File: src/rtl/press_classifier.sv
`default_nettype none
// ============================================================================
// press_classifier: groups debounced press pulses into single/double/triple
// gestures and presents them on a one-deep valid/ready event register.
// Optional feature macro: BTN_TRIPLE_EN (adds the TWO state and triple code).
// Revision: 1.0
// ============================================================================
module press_classifier #(
  parameter int WINDOW_CYC = 30_000_000
) (
  input  logic       clk,
  input  logic       rst,
  input  logic       pb_pulse,
  output logic       evt_valid,
  output logic [1:0] evt_code,
  input  logic       evt_ready,
  output logic       evt_drop,
  output logic       busy
);

  localparam int             CW       = $clog2(WINDOW_CYC);
  localparam logic [CW-1:0]  CNT_LAST = CW'(WINDOW_CYC - 1);

  localparam logic [1:0] ST_IDLE = 2'd0;
  localparam logic [1:0] ST_ONE  = 2'd1;
`ifdef BTN_TRIPLE_EN
  localparam logic [1:0] ST_TWO  = 2'd2;
  localparam logic [1:0] CODE_TRIPLE = 2'b11;
`endif

  localparam logic [1:0] CODE_SINGLE = 2'b01;
  localparam logic [1:0] CODE_DOUBLE = 2'b10;

  logic [1:0]    state_q, state_d;
  logic [CW-1:0] cnt_q, cnt_d;
  logic          cls_valid_q, cls_valid_d;
  logic [1:0]    cls_code_q, cls_code_d;
  logic          evt_valid_q, evt_valid_d;
  logic [1:0]    evt_code_q, evt_code_d;
  logic          evt_drop_q, evt_drop_d;

  // Gesture collection FSM; a classification is staged for one cycle before
  // it reaches the event register.
  always_comb begin
    state_d     = state_q;
    cnt_d       = cnt_q;
    cls_valid_d = 1'b0;
    cls_code_d  = 2'b00;
    case (state_q)
      ST_IDLE: begin
        if (pb_pulse) begin
          state_d = ST_ONE;
          cnt_d   = '0;
        end
      end
      ST_ONE: begin
        if (pb_pulse) begin
`ifdef BTN_TRIPLE_EN
          state_d = ST_TWO;
          cnt_d   = '0;
`else
          state_d     = ST_IDLE;
          cnt_d       = '0;
          cls_valid_d = 1'b1;
          cls_code_d  = CODE_DOUBLE;
`endif
        end else if (cnt_q == CNT_LAST) begin
          state_d     = ST_IDLE;
          cnt_d       = '0;
          cls_valid_d = 1'b1;
          cls_code_d  = CODE_SINGLE;
        end else begin
          cnt_d = cnt_q + CW'(1);
        end
      end
`ifdef BTN_TRIPLE_EN
      ST_TWO: begin
        if (pb_pulse) begin
          state_d     = ST_IDLE;
          cnt_d       = '0;
          cls_valid_d = 1'b1;
          cls_code_d  = CODE_TRIPLE;
        end else if (cnt_q == CNT_LAST) begin
          state_d     = ST_IDLE;
          cnt_d       = '0;
          cls_valid_d = 1'b1;
          cls_code_d  = CODE_DOUBLE;
        end else begin
          cnt_d = cnt_q + CW'(1);
        end
      end
`endif
      default: begin
        state_d = ST_IDLE;
        cnt_d   = '0;
      end
    endcase
  end

  // Event register: a same-edge accept frees the slot for the new event.
  always_comb begin
    evt_valid_d = evt_valid_q & ~evt_ready;
    evt_code_d  = evt_code_q;
    evt_drop_d  = 1'b0;
    if (cls_valid_q) begin
      if (!evt_valid_q || evt_ready) begin
        evt_valid_d = 1'b1;
        evt_code_d  = cls_code_q;
      end else begin
        evt_valid_d = 1'b1;
        evt_drop_d  = 1'b1;
      end
    end
  end

  always_ff @(posedge clk or posedge rst) begin
    if (rst) begin
      state_q     <= ST_IDLE;
      cnt_q       <= '0;
      cls_valid_q <= 1'b0;
      cls_code_q  <= 2'b00;
      evt_valid_q <= 1'b0;
      evt_code_q  <= 2'b00;
      evt_drop_q  <= 1'b0;
    end else begin
      state_q     <= state_d;
      cnt_q       <= cnt_d;
      cls_valid_q <= cls_valid_d;
      cls_code_q  <= cls_code_d;
      evt_valid_q <= evt_valid_d;
      evt_code_q  <= evt_code_d;
      evt_drop_q  <= evt_drop_d;
    end
  end

  assign evt_valid = evt_valid_q;
  assign evt_code  = evt_code_q;
  assign evt_drop  = evt_drop_q;
  assign busy      = (state_q != ST_IDLE);

endmodule
`default_nettype wire

File: config.mk
export PLATFORM = sky130hd
export DESIGN_NAME = press_classifier
export DESIGN_NICKNAME = d
export VERILOG_FILES = /design/src/rtl/press_classifier.sv
export SDC_FILE = /design/constraint.sdc
export NUM_CORES = 1
export LEC_CHECK = 0
export ABC_AREA = 0
export CAP_MARGIN = 25
export CORE_ASPECT_RATIO = 1.1
export CORE_MARGIN = 2
export CORE_UTILIZATION = 50
export DETAILED_ROUTE_END_ITERATION = 7
export PLACE_DENSITY = 0.71
export REMOVE_ABC_BUFFERS = 1
export SKIP_CTS_REPAIR_TIMING = 1
export SYNTH_ARGS = -nofsm -noshare
export SYNTH_HDL_FRONTEND = slang
export SYNTH_SLANG_ARGS = --single-unit
File: constraint.sdc
create_clock -name clk -period 1.77 [get_ports clk]
set_input_delay 0.2655 -clock clk [delete_from_list [all_inputs] [get_ports clk]]
set_output_delay 0.2655 -clock clk [all_outputs]
set_load 0.01 [all_outputs]
==> run summary <==
vias in the first global route - 1895
Final Hold Viols - 0
vias per cell - 6.196
Worst Path Buf+Inv - 1
CP Class - reg2reg
WP data arrival - 2090 ps
Final setup violation count - 21
post-synthesis sequential area ratio - 43.54%
pins over their slew limit - 0
most common cell after layout, fill and taps aside - buf_4
Buffers on Ports - 8
Initial DRC Count - 186
gpl congestion - 0.8994
Synth Register Bits - 33
Fmax achieved - 522.3 MHz
status - finished with violations
worst-path cell chain - or4bb_4 -> buf_6 -> nor3_4 -> nand3_2 -> a21o_1 -> a32o_1
final cell count without fillers - 317
reg2reg end - cnt_q[12]
cell family with most CP delay - simple AND/OR/NAND/NOR gates
slew margin rel. - 75.62%
Layout area overhead - 39.12%
initial antenna violation count - 0
first-pass GRT wire length - 9135 µm
worst-margin pin slew - 365.3 ps
Max FO, Critical Path - 2
synthesized area per cell - 9.344 µm²
Req. time, crit path - 1940 ps
Post-Layout Inst Area - 2639 µm²
final worst slack - -144.6 ps
fin nets - 271
cells on worst reg2reg path - 6
Cells after DPL - 307
site row count - 23
Crit-path slowest cell - or4bb_4
CTS tree - built
Post-synth EDFFs - 0
Most used DFF post-synth - dfrtp_1
CTS clock-pin slew for the worst setup and hold paths - 70 ps
Die W - 62.73 µm
critical path capture point - cnt_q[12]
maximum VDD drop - 0.5185 mV
clock buffer depth - 2
Place WS - -319.6 ps
cell area after synthesis - 1897 µm²
CTS Buf Count - 5
Tcrit/Tclk final - 108.2%
RR Startpoint - cnt_q[17]
Antenna Violating Nets Remaining - 0
clk root buf - clkbuf_8
gate count of the mapped netlist - 203
antenna cells - 0
Max-cap violations - 0
starting density of the core - 51.90%
asr flop ratio synth - 100.0%
H-tree depth - 2
clk_skew - 2.453 ps
Unique masters post-synth - 45
Core ar. - 3655 µm²
Crit. End Element - flip-flop
leakage power - 0.001122 µW
die height - 68.60 µm
io pins - 9
Worst Setup SP - cnt_q[17]
Cell Area, Placed - 2392 µm²
RSZ-0062 raised after global routing - yes
Avg WL per Cell - 17.95 µm
GRT Total Usage - 27.87%
warnings from Yosys - 0
dpl hpwl - 4047 µm
vias - 1964
Largest stage delay, worst path - 580 ps
first-pass iteration count of the detailed router - 7
CP startpoint kind - flip-flop
Die Area - 4303 µm²
Worst path depth - 6
min Tclk post-route - 1915 ps
R2R setup slack - -140 ps
total gr overflow - 0
Routed Wire Length - 5690 µm
largest net degree at the start of global routing - 24
most frequent cells in the layout - buf_4 (52), dfrtp_1 (33), nor2_1 (23)
layout cells sized above 1 - 36.70%
Clock Latency Late Sink - 280 ps
Power Density - 603.9 nW/µm²
DRC - 0
Hold Slack - 292.3 ps
# clock sinks - 33
Worst Hold Class - in2async
failing checks - setup timing
## final cells by class
| class | instances | area, µm² |
|---|---|---|
| inverters | 5 | 18.77 |
| clock inverters | 3 | 17.52 |
| well taps | 50 | 62.56 |
| fillers | 285 | 1016 |
| clock buffers | 5 | 68.82 |
| repair buffers | 66 | 538.0 |
| multi-input cells | 155 | 1107 |
| flip-flops and latches | 33 | 825.8 |
## worst min path at each step
stage | end | slack [ps] | cells after the start
3_5_place_dp | evt_valid | 470 | 2
2_1_floorplan | cnt_q[15] | 330 | 1
4_1_cts | cnt_q[5] | 290 | 3
6_report | cnt_q[5] | 290 | 3
3_3_place_gp | evt_valid | 450 | 2
5_1_grt | cnt_q[6] | 310 | 3
## worst register-to-register path: cells and delay by family (launching register included)
| family | cells | cell delay (ps) |
|---|---|---|
| compound gates | 2 | 440 |
| buf+inv | 1 | 150 |
| flops | 1 | 410 |
| simple gates | 3 | 810 |
## metal layers
| layer | vias up | wire (µm) | global-route usage, % |
|---|---|---|---|
| met2 | 112 | 2835 | 51.21 |
| met5 | - | 0 | 0 |
| met3 | 20 | 449 | 4.708 |
| met1 | 936 | 2231 | 31.93 |
| li1 | 896 | - | - |
| met4 | 0 | 174 | 14.44 |
## state kept, by name (all words and copies together), names as in the netlist
| name | flops |
|---|---|
| evt_code | 2 |
| evt_valid | 1 |
| cls_valid_q | 1 |
| cnt_q | 25 |
| state_q | 1 |
| cls_code_q | 2 |
| evt_drop | 1 |
## stage by stage
step,setup TNS (ps),util (%),total power (µW)
global placement,-3043,65.46,1022
global route,-2751,72.20,1653
detailed placement,-4003,65.46,1029
floorplan,-2464,-,897.6
finish,-1681,72.20,1594
CTS,-4253,67.82,1584
## where the power goes
group          leakage, µW  internal (µW)  total, µW  switching [µW]
registers         0.000453            778        793            14.7
logic             0.000624           98.8        237             138
clock network    0.0000439            271        564             293
total              0.00112           1150       1590             446
## cells in the mapped netlist (2+ instances only)
master | n | share of area [%]
nand2_1 | 15 | 3.0
nor2_1 | 23 | 4.6
buf_6 | 4 | 2.4
o21ai_2 | 2 | 0.92
clkbuf_1 | 5 | 0.99
nor3_1 | 12 | 3.2
a32o_1 | 11 | 5.8
mux2_2 | 3 | 1.8
o21ai_0 | 2 | 0.53
a21o_1 | 3 | 1.2
o21ai_1 | 5 | 1.3
nor2b_1 | 2 | 0.66
nand4_1 | 11 | 3.6
a21oi_1 | 6 | 1.6
nand3_1 | 16 | 4.2
inv_1 | 4 | 0.79
nor4_1 | 6 | 2.0
xor2_1 | 4 | 1.8
and2_1 | 3 | 0.99
or2_2 | 2 | 0.66
or4_1 | 2 | 0.79
dfrtp_1 | 33 | 44
and3_1 | 4 | 1.3
and4_1 | 4 | 1.8
## kinds of logic (layout without fill, tap and decap cells)
logic type	Yosys count	in the layout	synth area share [%]
xor+xnor	5	5	2.309
compound gates	37	37	14.78
buf+inv	15	79	4.551
mux	4	4	2.309
fa+ha+maj	1	1	0.6595
flops	33	33	43.54
simple gates	108	108	31.86
Note: power is estimated with default switching activity, not from simulation.
